--- src/rtl/des3_pkg.sv ---
// Shared constants for the iterative Triple-DES sequencer: DES permutation
// tables, S-boxes, key rotation schedules, FSM states and the permutation
// helpers. Bit numbering follows DES: bit 1 is the MSB of each vector.
package des3_pkg;

  localparam int PASSES = 3;
  localparam int ROUNDS = 16;
  localparam logic [1:0] LAST_PASS  = 2'(PASSES - 1);
  localparam logic [3:0] LAST_ROUND = 4'(ROUNDS - 1);

  typedef enum logic [1:0] {ST_IDLE, ST_RUN, ST_DONE} state_e;

  localparam int IP_TBL [64] = '{
    58, 50, 42, 34, 26, 18, 10, 2, 60, 52, 44, 36, 28, 20, 12, 4,
    62, 54, 46, 38, 30, 22, 14, 6, 64, 56, 48, 40, 32, 24, 16, 8,
    57, 49, 41, 33, 25, 17,  9, 1, 59, 51, 43, 35, 27, 19, 11, 3,
    61, 53, 45, 37, 29, 21, 13, 5, 63, 55, 47, 39, 31, 23, 15, 7};

  localparam int FP_TBL [64] = '{
    40, 8, 48, 16, 56, 24, 64, 32, 39, 7, 47, 15, 55, 23, 63, 31,
    38, 6, 46, 14, 54, 22, 62, 30, 37, 5, 45, 13, 53, 21, 61, 29,
    36, 4, 44, 12, 52, 20, 60, 28, 35, 3, 43, 11, 51, 19, 59, 27,
    34, 2, 42, 10, 50, 18, 58, 26, 33, 1, 41,  9, 49, 17, 57, 25};

  localparam int E_TBL [48] = '{
    32,  1,  2,  3,  4,  5,  4,  5,  6,  7,  8,  9,
     8,  9, 10, 11, 12, 13, 12, 13, 14, 15, 16, 17,
    16, 17, 18, 19, 20, 21, 20, 21, 22, 23, 24, 25,
    24, 25, 26, 27, 28, 29, 28, 29, 30, 31, 32,  1};

  localparam int P_TBL [32] = '{
    16,  7, 20, 21, 29, 12, 28, 17,  1, 15, 23, 26,  5, 18, 31, 10,
     2,  8, 24, 14, 32, 27,  3,  9, 19, 13, 30,  6, 22, 11,  4, 25};

  localparam int PC1_TBL [56] = '{
    57, 49, 41, 33, 25, 17,  9,  1, 58, 50, 42, 34, 26, 18,
    10,  2, 59, 51, 43, 35, 27, 19, 11,  3, 60, 52, 44, 36,
    63, 55, 47, 39, 31, 23, 15,  7, 62, 54, 46, 38, 30, 22,
    14,  6, 61, 53, 45, 37, 29, 21, 13,  5, 28, 20, 12,  4};

  localparam int PC2_TBL [48] = '{
    14, 17, 11, 24,  1,  5,  3, 28, 15,  6, 21, 10,
    23, 19, 12,  4, 26,  8, 16,  7, 27, 20, 13,  2,
    41, 52, 31, 37, 47, 55, 30, 40, 51, 45, 33, 48,
    44, 49, 39, 56, 34, 53, 46, 42, 50, 36, 29, 32};

  // Each S-box is 64 nibbles in row-major order (row*16 + col); entry 0 is
  // the most significant nibble of the literal.
  localparam logic [255:0] SBOX [8] = '{
    256'hE4D12FB83A6C5907_0F74E2D1A6CB9538_41E8D62BFC973A50_FC8249175B3EA06D,
    256'hF18E6B34972DC05A_3D47F28EC01A69B5_0E7BA4D158C6932F_D8A13F42B67C05E9,
    256'hA09E63F51DC7B428_D709346A285ECBF1_D6498F30B12C5AE7_1AD069874FE3B52C,
    256'h7DE3069A1285BC4F_D8B56F03472C1AE9_A690CB7DF13E5284_3F06A1D8945BC72E,
    256'h2C417AB6853FD0E9_EB2C47D150FA3986_421BAD78F9C5630E_B8C71E2D6F09A453,
    256'hC1AF92680D34E75B_AF427C9561DE0B38_9EF528C3704A1DB6_432C95FABE17608D,
    256'h4B2EF08D3C975A61_D0B7491AE35C2F86_14BDC37EAF680592_6BD814A7950FE23C,
    256'hD2846FB1A93E50C7_1FD8A374C56B0E92_7B419CE206ADF358_21E74A8DFC90356B};

  // Encrypt passes rotate C/D left before PC-2; decrypt passes rotate right
  // so the subkeys come out K16..K1.
  localparam int SHIFT_ENC [16] = '{1, 1, 2, 2, 2, 2, 2, 2, 1, 2, 2, 2, 2, 2, 2, 1};
  localparam int SHIFT_DEC [16] = '{0, 1, 2, 2, 2, 2, 2, 2, 1, 2, 2, 2, 2, 2, 2, 1};

  function automatic logic [63:0] ip_perm(input logic [63:0] v);
    logic [63:0] o;
    for (int i = 0; i < 64; i++) o[63-i] = v[64-IP_TBL[i]];
    return o;
  endfunction

  function automatic logic [63:0] fp_perm(input logic [63:0] v);
    logic [63:0] o;
    for (int i = 0; i < 64; i++) o[63-i] = v[64-FP_TBL[i]];
    return o;
  endfunction

  function automatic logic [47:0] e_expand(input logic [31:0] v);
    logic [47:0] o;
    for (int i = 0; i < 48; i++) o[47-i] = v[32-E_TBL[i]];
    return o;
  endfunction

  function automatic logic [31:0] p_perm(input logic [31:0] v);
    logic [31:0] o;
    for (int i = 0; i < 32; i++) o[31-i] = v[32-P_TBL[i]];
    return o;
  endfunction

  function automatic logic [55:0] pc1_perm(input logic [63:0] v);
    logic [55:0] o;
    for (int i = 0; i < 56; i++) o[55-i] = v[64-PC1_TBL[i]];
    return o;
  endfunction

  function automatic logic [47:0] pc2_perm(input logic [55:0] v);
    logic [47:0] o;
    for (int i = 0; i < 48; i++) o[47-i] = v[56-PC2_TBL[i]];
    return o;
  endfunction

  function automatic logic [27:0] rotl28(input logic [27:0] v, input int s);
    return (v << s) | (v >> (28 - s));
  endfunction

  function automatic logic [27:0] rotr28(input logic [27:0] v, input int s);
    return (v >> s) | (v << (28 - s));
  endfunction

endpackage

--- src/rtl/des_round.sv ---
// One combinational DES Feistel round: L' = R, R' = L xor f(R, subkey).
module des_round
  import des3_pkg::*;
(
  input  logic [31:0] l_i,
  input  logic [31:0] r_i,
  input  logic [47:0] subkey_i,
  output logic [31:0] l_o,
  output logic [31:0] r_o
);

  logic [47:0] mixed;
  logic [31:0] sbox_out;

  // Expand, key-mix and substitute R through the eight S-boxes.
  always_comb begin
    logic [5:0] six;
    int         idx;
    // NOTE: every combinational output gets a value before any branch or
    // loop touches it, so no path can leave it holding its old value (latch).
    sbox_out = '0;
    mixed    = e_expand(r_i) ^ subkey_i;
    for (int j = 0; j < 8; j++) begin
      six = mixed[47-6*j -: 6];
      idx = int'({six[5], six[0], six[4:1]});
      sbox_out[31-4*j -: 4] = SBOX[j][255-4*idx -: 4];
    end
  end

  assign l_o = r_i;
  assign r_o = l_i ^ p_perm(sbox_out);

endmodule

--- src/rtl/des3_sequencer.sv ---
// Iterative Triple-DES (EDE / DED) engine: one Feistel round per cycle,
// 48 rounds per block, single shared round, ready/valid handshake on both sides.
module des3_sequencer
  import des3_pkg::*;
(
  input  logic        clk,
  input  logic        rst,
  input  logic        in_valid,
  output logic        in_ready,
  input  logic        mode,
  input  logic [63:0] in_data,
  input  logic [63:0] key1,
  input  logic [63:0] key2,
  output logic        out_valid,
  input  logic        out_ready,
  output logic [63:0] out_data,
  output logic        busy
);

  state_e      state_q, state_d;
  logic        mode_q, mode_d;
  logic [63:0] key1_q, key1_d, key2_q, key2_d;
  logic [31:0] l_q, l_d, r_q, r_d;
  logic [27:0] c_q, c_d, d_q, d_d;
  logic [1:0]  pass_q, pass_d;
  logic [3:0]  round_q, round_d;
  logic [63:0] out_q, out_d;

  logic        dec_pass;
  logic [27:0] c_rot, d_rot;
  logic [47:0] subkey;
  logic [31:0] l_rnd, r_rnd;

  // Derive this round's subkey; the middle pass runs opposite to the outer two.
  always_comb begin
    dec_pass = mode_q ^ (pass_q == 2'd1);
    if (dec_pass) begin
      c_rot = rotr28(c_q, SHIFT_DEC[round_q]);
      d_rot = rotr28(d_q, SHIFT_DEC[round_q]);
    end else begin
      c_rot = rotl28(c_q, SHIFT_ENC[round_q]);
      d_rot = rotl28(d_q, SHIFT_ENC[round_q]);
    end
    subkey = pc2_perm({c_rot, d_rot});
  end

  des_round u_round (
    .l_i      (l_q),
    .r_i      (r_q),
    .subkey_i (subkey),
    .l_o      (l_rnd),
    .r_o      (r_rnd)
  );

  // Next-state logic: accept, iterate rounds, chain passes, hold result.
  always_comb begin
    state_d = state_q;
    mode_d  = mode_q;
    key1_d  = key1_q;
    key2_d  = key2_q;
    l_d     = l_q;
    r_d     = r_q;
    c_d     = c_q;
    d_d     = d_q;
    pass_d  = pass_q;
    round_d = round_q;
    out_d   = out_q;
    unique case (state_q)
      ST_IDLE: begin
        if (in_valid) begin
          state_d    = ST_RUN;
          mode_d     = mode;
          key1_d     = key1;
          key2_d     = key2;
          {l_d, r_d} = ip_perm(in_data);
          {c_d, d_d} = pc1_perm(key1);
          pass_d     = '0;
          round_d    = '0;
        end
      end
      ST_RUN: begin
        l_d     = l_rnd;
        r_d     = r_rnd;
        c_d     = c_rot;
        d_d     = d_rot;
        round_d = round_q + 4'd1;
        if (round_q == LAST_ROUND) begin
          if (pass_q == LAST_PASS) begin
            out_d   = fp_perm({r_rnd, l_rnd});
            state_d = ST_DONE;
          end else begin
            // FP then IP cancel, so the swapped preoutput feeds the next pass.
            l_d        = r_rnd;
            r_d        = l_rnd;
            {c_d, d_d} = pc1_perm((pass_q == 2'd0) ? key2_q : key1_q);
            pass_d     = pass_q + 2'd1;
          end
        end
      end
      ST_DONE: begin
        if (out_ready) state_d = ST_IDLE;
      end
      default: state_d = ST_IDLE;
    endcase
  end

  // State and datapath registers; reset clears everything including keys.
  always_ff @(posedge clk or posedge rst) begin
    if (rst) begin
      state_q <= ST_IDLE;
      mode_q  <= 1'b0;
      key1_q  <= '0;
      key2_q  <= '0;
      l_q     <= '0;
      r_q     <= '0;
      c_q     <= '0;
      d_q     <= '0;
      pass_q  <= '0;
      round_q <= '0;
      out_q   <= '0;
    end else begin
      // NOTE: non-blocking updates make every register sample the values
      // from before the edge, independent of statement order.
      state_q <= state_d;
      mode_q  <= mode_d;
      key1_q  <= key1_d;
      key2_q  <= key2_d;
      l_q     <= l_d;
      r_q     <= r_d;
      c_q     <= c_d;
      d_q     <= d_d;
      pass_q  <= pass_d;
      round_q <= round_d;
      out_q   <= out_d;
    end
  end

  assign in_ready  = (state_q == ST_IDLE);
  assign out_valid = (state_q == ST_DONE);
  assign busy      = (state_q != ST_IDLE);
  assign out_data  = out_q;

endmodule

--- config.mk ---
export PLATFORM = sky130hd
export DESIGN_NAME = des3_sequencer
export DESIGN_NICKNAME = d
export VERILOG_FILES = /design/src/rtl/des3_pkg.sv /design/src/rtl/des_round.sv /design/src/rtl/des3_sequencer.sv
export SDC_FILE = /design/constraint.sdc
export NUM_CORES = 1
export LEC_CHECK = 0
export ABC_AREA = 1
export BUFFER_PORTS_ARGS = -buffer_cell sky130_fd_sc_hd__buf_2
export CORE_ASPECT_RATIO = 0.6
export CORE_MARGIN = 3
export CORE_UTILIZATION = 24
export DETAILED_ROUTE_END_ITERATION = 6
export PLACE_DENSITY = 0.39
export SLEW_MARGIN = 20
export SYNTH_ARGS = -nofsm -noshare
export SYNTH_HDL_FRONTEND = slang
export SYNTH_SLANG_ARGS = --single-unit
--- constraint.sdc ---
create_clock -name clk -period 24.8 [get_ports clk]
set_input_delay 2.48 -clock clk [delete_from_list [all_inputs] [get_ports clk]]
set_output_delay 2.48 -clock clk [all_outputs]
set_load 0.05 [all_outputs]
# --- Word level (Yosys, flattened, before mapping) ---
# Memories as Yosys holds them, arrays and structs flattened.
# Index checks and enable logic that the tools add are counted.
# Widths: inputs -> output; s select.
totals:
  ff_bits: 321
  mem_bits_ro: 1024
  inputBits: 197
  output_inout_bits: 67
  mem_count: 2
classes:
  add_sub_neg: 12
  order_cmp: 1
  n_eq_ne: 11
  shifts: 16
  mux: 34
  bitwise: 8
  reduce_logical: 10
memory_table:
  columns: ["name", "depth", "word_bits", "rd", "rd_clocked_by_memory_dff", "wr", "line_no", "rtl"]
  rows:
  - ["(name not given)", 16, 32, 1, 0, 0, "des3_sequencer.sv:42", "d_rot = rotl28(d_q, SHIFT_ENC[round_q]);"]
  - ["(name not given)", 16, 32, 1, 0, 0, "des3_sequencer.sv:39", "d_rot = rotr28(d_q, SHIFT_DEC[round_q]);"]
ops:
  columns: ["operator", "n"]
  rows:
  - ["$shiftx 259x32->4 const A", 8]
  - ["$mux 32", 10]
  - ["$mux 28", 8]
  - ["$pmux 32 s2", 2]
  - ["$shl 28x32->28", 4]
  - ["$shr 28x32->28", 4]
  - ["$or 28x28->28", 4]
  - ["$pmux 28 s2", 2]
  - ["$sub 8x8->9 const A", 8]
  - ["$mux 64", 1]
  - ["$sub 6x32->32 const A", 2]
  - ["$xor 48x48->48", 1]
  - ["$xor 32x32->32", 1]
  - ["$mux 2", 7]
  - ["$ne 2x2->1 const B", 4]
  - ["$pmux 4 s2", 1]
  - ["$reduce_and 4->1", 2]
  - ["$pmux 2 s3", 1]
  - ["$reduce_and 3->1", 2]
  - ["$ge 5x5->1 const B", 1]
  - ["$not 4->5", 1]
  - ["$add 4x1->4 const B", 1]
  - ["$eq 2x1->1 const B", 2]
  - ["$eq 2x2->1 const B", 2]
  - ["10 further kinds", 13]

# --- Longest topological paths before layout ---
# Gate-level depths: netlist (run 1).
logic_depth:
  ltp_word: 15
  ltp_mapped: 31
  depth_no_buf: 28

# --- Cells and area by module ---
# Synthesis (run 1) repeated with hierarchy kept, for this count alone.
hier_totals:
  hier_cells: 3844
  area_unflattened_um2: 23631.4
by_module_without_submodules:
  columns: ["mod", "instances", "cells_per_inst", "area_each_um2", "seq_area_each_um2"]
  rows:
  - ["des3_sequencer", 1, 2593, 17608.1, 7632.3]
  - ["des_round", 1, 1251, 6023.3, 0.0]

# --- Worst setup path before layout (run 1) ---
# OpenSTA, ideal clock, no wires.
synth_path:
  path_kind: "register -> register"
  start: "register round_q[1]"
  end: "register r_q[15]"
  setup_ps: 116
  t_arrival_ps: 4029
  required_time_ps: 24684
  slack_ps: 20655
  stages_incl_launch_ff: 29
  synth_period_minus_slack_ps: 4145
  cell_sequence: "dfrtp_1 inv_1 ha_1 nand3_4 nand3_4 buf_4 buf_2 buf_6 clkbuf_1 ha_1 nor2_1 nand3_1 nand3_1 nand2_1 nand2_1 nand2_1 ha_1 inv_1 nand3_1 nand3_1 nand2_1 nand2_1 nand2_1 nand2_1 nand3_1 nand2_1 nand2_1 nand2_1 nand2_1"
synth_via:
  elab_chain_cells: 15
synth_rtl:
  columns: ["item", "line_no", "rtl"]
  rows:
  - ["from (decl)", "des3_sequencer.sv:26", "logic [3:0] round_q, round_d;"]
  - ["from (signal assigned)", "des3_sequencer.sv:133", "round_q <= round_d;"]
  - ["$not 4->5 (implied by the code)", "des3_sequencer.sv:38, des3_sequencer.sv:41", null]
  - ["$mem_v2 16x32, on equally long branches", null, null]
  - ["$mux 32, on equally long branches (2 in a row)", null, null]
  - ["$sub 6x32->32, on equally long branches", null, null]
  - ["$shr 28x32->28 or $shl 28x32->28 (tied branches)", "des3_pkg.sv:101, des3_pkg.sv:105", null]
  - ["$or 28x28->28, on equally long branches", "des3_pkg.sv:101, des3_pkg.sv:105", null]
  - ["$mux 28", "des3_sequencer.sv:37", "if (dec_pass) begin"]
  - ["$xor 48x48->48", "des_round.sv:22", "mixed = e_expand(r_i) ^ subkey_i;"]
  - ["$sub 8x8->9", "des_round.sv:26", "sbox_out[31-4*j -: 4] = SBOX[j][255-4*idx -: 4];"]
  - ["$shiftx 259x32->4", "des_round.sv:26", null]
  - ["$xor 32x32->32", "des_round.sv:31", "assign r_o = l_i ^ p_perm(sbox_out);"]
  - ["$mux 32", "des3_sequencer.sv:88", "if (pass_q == LAST_PASS) begin"]
  - ["$mux 32", "des3_sequencer.sv:87", "if (round_q == LAST_ROUND) begin"]
  - ["$pmux 32 s2", "des3_sequencer.sv:68", "unique case (state_q)"]
  - ["to (signal assigned)", "des3_sequencer.sv:129", "r_q <= r_d;"]
  - ["to (decl)", "des3_sequencer.sv:23", "logic [31:0] l_q, l_d, r_q, r_d;"]
# Parallel ways exist; a longest one is shown, timed or not. The select of a mux whose other input is x is not followed.
# A chain may end at the register's enable or synchronous reset.

# --- Worst setup path after layout (run 1) ---
layout_path:
  start: "register round_q[1]"
  end: "register r_q[27]"
layout_via:
  elab_chain_cells: 15
layout_rtl:
  columns: ["item", "line_no"]
  rows:
  - ["$not 4->5 (implied by the code)", "des3_sequencer.sv:39, des3_sequencer.sv:42"]
  - ["$mem_v2 16x32, on equally long branches", null]
  - ["$mux 32, on equally long branches (2 in a row)", "des3_sequencer.sv:42, des3_sequencer.sv:39"]
  - ["$sub 6x32->32, on equally long branches", "des3_pkg.sv:101, des3_pkg.sv:105"]
  - ["$shr 28x32->28 or $shl 28x32->28 (tied branches)", "des3_pkg.sv:101, des3_pkg.sv:105"]
  - ["$or 28x28->28, on equally long branches", "des3_pkg.sv:101, des3_pkg.sv:105"]
  - ["$mux 28", "des3_sequencer.sv:37"]
  - ["$xor 48x48->48", "des_round.sv:22"]
  - ["$sub 8x8->9", "des_round.sv:26"]
  - ["$shiftx 259x32->4", "des_round.sv:26"]
  - ["$xor 32x32->32", "des_round.sv:31"]
  - ["$mux 32", "des3_sequencer.sv:88"]
  - ["$mux 32", "des3_sequencer.sv:87"]
  - ["$pmux 32 s2", "des3_sequencer.sv:68"]
# Parallel ways exist; a longest one is shown, timed or not. The select of a mux whose other input is x is not followed.

==> results of run 1 <==
==> flip-flops by register name (all words and copies together), names as in the netlist <==
signal	count
out_data	64
key1_q	56
key2_q	56
l_q	32
r_q	32
c_q	28
d_q	28
round_q	4
pass_q	2
state_q	2
mode_q	1
==> critical path, cell delays in order (launching register included) <==
cell and delay [ns]:
dfrtp_1 0.43, inv_1 0.16, ha_1 0.22, nand3_2 0.21, nand3_4 0.46, inv_2 0.66
ha_1 0.35, nor2_1 0.52, nand3_1 0.18, nand3_1 0.22, nand2_1 0.10, nand2_1 0.06
nand2_1 0.25, ha_1 0.40, inv_1 0.09, nand3_1 0.13, nand3_1 0.15, nand3_1 0.11
nand3_1 0.22, nand2_1 0.11, nand2_1 0.06, nand3_1 0.20, nand2_1 0.19, o21ai_0 0.12
==> layout make-up <==
cell class                 count  area (sq um)
multi-input combinational   2871         13890
inverter                     310          1180
timing repair buffer         278          1481
clock buffer                  53          1097
tap                         1305          1633
clock inverter                16         209.0
fill                       11100         69770
sequential                   305          7632
==> kinds of logic (layout without fill, tap and decap cells) <==
| kind of cell | Yosys count | after routing |
|---|---|---|
| compound gates | 523 | 523 |
| xor+xnor | 15 | 15 |
| fa+ha+maj | 70 | 70 |
| buf+inv | 493 | 657 |
| flops | 305 | 305 |
| mux | 18 | 18 |
| simple gates | 2245 | 2245 |
==> worst max path at each step <==
stage                    start  endpoint  slack [ns]  cells past startpoint
floorplan                  rst    c_q[0]       13.89                      1
global placement    round_q[0]   r_q[27]       19.05                     22
detailed placement  round_q[0]   r_q[27]       19.10                     22
CTS                 round_q[0]   r_q[27]       19.06                     22
global route        round_q[3]   r_q[27]       18.62                     22
finish              round_q[1]   r_q[27]       18.97                     23
==> Yosys cell counts (all sizes together) (18+ instances only) <==
cell type  number  share of area
nor2           94          0.015
mux2           18         0.0086
o221ai         34          0.013
dfrtp         305           0.32
buf            88          0.027
o21ai         350          0.074
ha             70          0.037
inv           305          0.049
a21oi          60          0.013
a21boi         29         0.0092
nand2        1447           0.23
o22ai          19         0.0050
nand3         693           0.15
clkbuf         95          0.015
==> stage by stage <==
| step | utilization | std cells | hold WS (ns) | setup slack [ns] |
|---|---|---|---|---|
| after floorplan | - | 3669 | 0.4433 | 13.89 |
| after global placement | 0.2665 | 5069 | 0.4628 | 19.05 |
| after detailed placement | 0.2665 | 5069 | 0.4625 | 19.10 |
| after CTS | 0.2800 | 5138 | 0.4794 | 19.06 |
| after global routing | 0.2800 | 5138 | 0.4992 | 18.62 |
| final | 0.2800 | 5138 | 0.4766 | 18.97 |
==> routing by layer <==
metal  GRT usage  routed length (microns)
met1      0.3050                    52890
met2      0.3122                    46070
met3     0.02095                     4475
met4     0.05227                     2871
met5           0                        0
==> impl_metrics.ini, run 1 <==
[cts]
clockRootBuffer = clkbuf_16
cts_resized = 0
cts_hold_buf = 0
clock_sinks = 305
clkLatencyLatePin_ns = 0.60
htree_levels = 2
cts_tree = built
clockBufferDepth = 3
cts_made_buffers = 38
path_clk_slew_ns = 0.06
cts_setup_buffers = 0

[sta]
period_share = 0.2349
tightest_slew_ns = 1.033
tns_ns = 0
setup_viol = 0
drv_slew = 0
hold_viol = 0
finClkSkew_ns = 0.03577
min_period_ns = 5.826
rsz0062_at_grt = no
timing.fmax_mhz = 171.7
slew_headroom = 0.3114

[global_route]
grt_pass1_wl_mm = 160.6
grt_overflow = 0
antenna_found_initial = 3
grt_pass1_vias = 24490
grt_max_degree = 136
grt_usage = 0.2045

[placement]
port_buffers = 247
gp_congestion = 0.8880
post_dp_cell_area_sq_um = 25820
place_hpwl_mm = 80.33

[synthesis]
ys_seq_area_frac = 0.3230
yosys.area_share.xor_xnor = 0.009531
syn_nets = 3936
ys.warnings.count = 0
ys_types = 43
netlist_instances = 3669
syn_area_sq_um = 23630
synth_edf_count = 0
ys_ff_latch = 305
synth.avg_cell_area_sq_um = 6.440
async_flop_share = 1.000
synthFlopType = dfrtp_1
synth_fa_ha_area_frac = 0.03706
synth.mux.area_fraction = 0.008578
synth_top_family_by_area = simple AND/OR/NAND/NOR gates
synth-simple-area-share = 0.4047
synth_compound_area_frac = 0.1255

[setup_path]
start_kind = flip-flop
rrSetupSlack_ns = 18.97
worstReg2RegStart = round_q[1]
r2r-end = r_q[27]
path_max_fanout = 42
endpoint_kind = flip-flop
cp.required_ns = 25.23
arrival_ns = 6.25
ff2ff_path_depth = 23
setup.worst_path.class = flip-flop to flip-flop

[die]
num_io_pins = 264
start_util = 0.2439
fp.dieH_microns = 249.1
dieWidth_microns = 411.1
fp.dieArea_sq_um = 102400
num_rows = 88
core-area_sq_um = 96890

[hold_path]
hp-start = key2_q[28]
hold_depth = 2
worstHoldPathType = flip-flop to flip-flop
hold_end = key2_q[28]

[cells_and_area]
area_growth_pct = 14.80
final_net_count = 4071
postLayoutCellArea_sq_um = 27130
final_common_cell = nand2_1
final_cell_mix = nand2_1, nand3_1, dfrtp_1
antennaDiodeCount = 0
layout-drive-gt1-share = 0.1218

[routing]
vias = 25280
drtIter0Drc = 2515
ant_nets = 0
wl_mm = 106.3
drc = 0
first_pass_iters = 6
avgViaCountPerCell = 4.921
wl_per_cell_microns = 20.69

[run]
drv_cap = 0

[outcome]
status = completed
Power of run 1 is left out: the tool's default activity adds up to more than one toggle a clock period on the data nets, which glitch-free logic cannot reach.
==> run 2: changes to the inputs <==
ABC_AREA = 0   (was 1)
clock period = 5.48 ns   (was 24.8 ns; I/O delays follow)
==> impl_metrics.ini, run 2 <==
[synthesis]
synth.avg_cell_area_sq_um = 8.088
syn_area_sq_um = 23710
synth_edf_count = 0
async_flop_share = 1.000
yosys.cell_count.top_type = nand2_1
yosysTopAreaCellShare = 0.3218
netlist_instances = 2932
yosys-top-cells-count = nand2_1, dfrtp_1, mux2i_1, o21ai_0, clkbuf_1
synth.area.top_cells = dfrtp_1, nand2_1, mux2i_1
synth_top_area_cell = dfrtp_1
ys_ff_latch = 305
synthFlopType = dfrtp_1
syn_nets = 3199
ys_seq_area_frac = 0.3218
ys_types = 109
ys.warnings.count = 0

[sta]
whs_ns = 0.1404
setup_viol = 0
finClkSkew_ns = 0.04698
rsz0062_at_grt = no
tns_ns = 0
period_share = 0.9542
timing.fmax_mhz = 191.2
slew_headroom = 0.2867
drv_slew = 0
hold_viol = 0
tightest_slew_ns = 1.059
min_period_ns = 5.229

[routing]
avgViaCountPerCell = 5.266
drtIter0Drc = 2556
wl_mm = 111.4
drc = 0
wl_per_cell_microns = 24.42
vias = 24020
first_pass_iters = 6
ant_nets = 0

[placement]
placedCellCount = 4496
post_dp_cell_area_sq_um = 27760
place_hpwl_mm = 83.83
port_buffers = 247
gp_congestion = 0.9307

[global_route]
grt_pass1_vias = 23060
grt_max_degree = 134
grt_pass1_wl_mm = 164.7
grt_usage = 0.2118
grt_overflow = 0
antenna_found_initial = 4

[cts]
cts_setup_buffers = 0
cts_tree = built
clkLatencyLatePin_ns = 0.60
clockRootBuffer = clkbuf_16
path_clk_slew_ns = 0.06
htree_levels = 2
clockBufferDepth = 3
clock_sinks = 305
cts_made_buffers = 37
cts_hold_buf = 0
cts_resized = 0

[cells_and_area]
layout-drive-gt1-share = 0.2111
final_net_count = 3497
final_cells = 4560
postLayoutCellArea_sq_um = 29040
fill_cells = 10400
largest_register_ffs = 64
final_common_cell = nand2_1
area_growth_pct = 22.44
final_cell_mix = nand2_1, dfrtp_1, buf_2

[die]
start_util = 0.2445
num_rows = 88
core-area_sq_um = 97000
fp.dieArea_sq_um = 102700
dieWidth_microns = 411.8
fp.dieH_microns = 249.5
num_io_pins = 264

[setup_path]
arrival_ns = 5.67
critPathSlowestCell = mux4_2
critPathBufInv = 3
endpoint_kind = flip-flop
critPathTopFamily = adder cells
slowest_delay_ns = 0.51
cp.required_ns = 5.92
path_max_fanout = 29
path_common_cell = a21oi_1
start_kind = flip-flop
worstPathCellList = inv_1, ha_1, nand2_1, a21oi_1, nor2_4, inv_1, buf_6, ha_2, nor2_2, a32o_1, a21oi_1, o211ai_1, a21oi_1, or2_1, ha_1, xnor2_1, mux4_2, mux2_4, nor3b_1, a211oi_1
setup.worst_path.class = flip-flop to flip-flop

[run]
drv_cap = 0

[outcome]
status = completed

[hold_path]
worstHoldPathType = input port to flip-flop
## run 2: cell count changes after synthesis, sizes merged, moves of 47 or more
cell    change
a211oi     +47
a21oi      +83
clkbuf     +60
inv       -223
mux2i     +171
nand2     -750
nand3     -621
nor2       +48
nor3       +63
o21ai     -155
xnor2      +74
## run 2: through the flow
| step | setup WS [ns] | utilization |
|---|---|---|
| final | 0.2508 | 0.2993 |
| after global routing | 0.03560 | 0.2993 |
| after CTS | 0.09326 | 0.2988 |
| after detailed placement | 0.1274 | 0.2862 |
| after global placement | 0.05665 | 0.2861 |
| after floorplan | 0.01542 | - |
## run 2: per-layer routing
metal | GRT usage | routed length [microns] | up-vias
li1 | - | - | 11190
met1 | 0.3359 | 56710 | 11880
met2 | 0.2945 | 45200 | 839
met3 | 0.03685 | 7302 | 115
met4 | 0.03951 | 2156 | 0
met5 | 0 | 0 | -
## run 2: path summary, 6_finish.rpt
path                       startpoint      endpoint  slack [ns]  depth (start not counted)
max in group asynchronous         rst    key2_q[51]        4.03                          3
min                          key2[30]    key2_q[30]        0.14                          3
min in group asynchronous         rst  out_data[39]        0.15                          2
max reg2reg                round_q[1]       l_q[27]        0.25                         20
min reg2reg                 key1_q[1]     key1_q[1]        0.47                          2
max                        round_q[1]       l_q[27]        0.25                         20
## run 2: area by class of cell
| cell class | instances | area (sq um) | share of cell area |
|---|---|---|---|
| well taps | 1305 | 1633 | 0.05624 |
| repair buffers | 498 | 3299 | 0.1136 |
| clock buffers | 52 | 1084 | 0.03732 |
| flip-flops and latches | 305 | 7635 | 0.2629 |
| multi-input cells | 2306 | 14920 | 0.5140 |
| clock inverters | 11 | 143.9 | 0.004956 |
| diodes | 1 | 2.502 | 0.00008618 |
| inverters | 82 | 314.1 | 0.01082 |
## run 2: kinds of logic after synthesis
logic type / synth area share
buffers and inverters: 0.05693
adder cells (fa/ha/maj): 0.03693
multiplexers: 0.09861
AND/OR/NAND/NOR: 0.1978
XOR/XNOR: 0.04147
flip-flops: 0.3218
AO/OA/AOI/OAI: 0.2465
## run 2: worst register-to-register path: cells and delay by family, from the launching register on
kind                       cells  cell delay (ns)
adders and majority gates      3             1.03
DFF                            1             0.47
buffers and inverters          3             0.56
muxes                          2             0.85
and+or+nand+nor                5             0.98
xor gates and xnor gates       1             0.19
AOI/OAI and AO/OA              6             0.99
Power of run 2 is left out for the same reason.
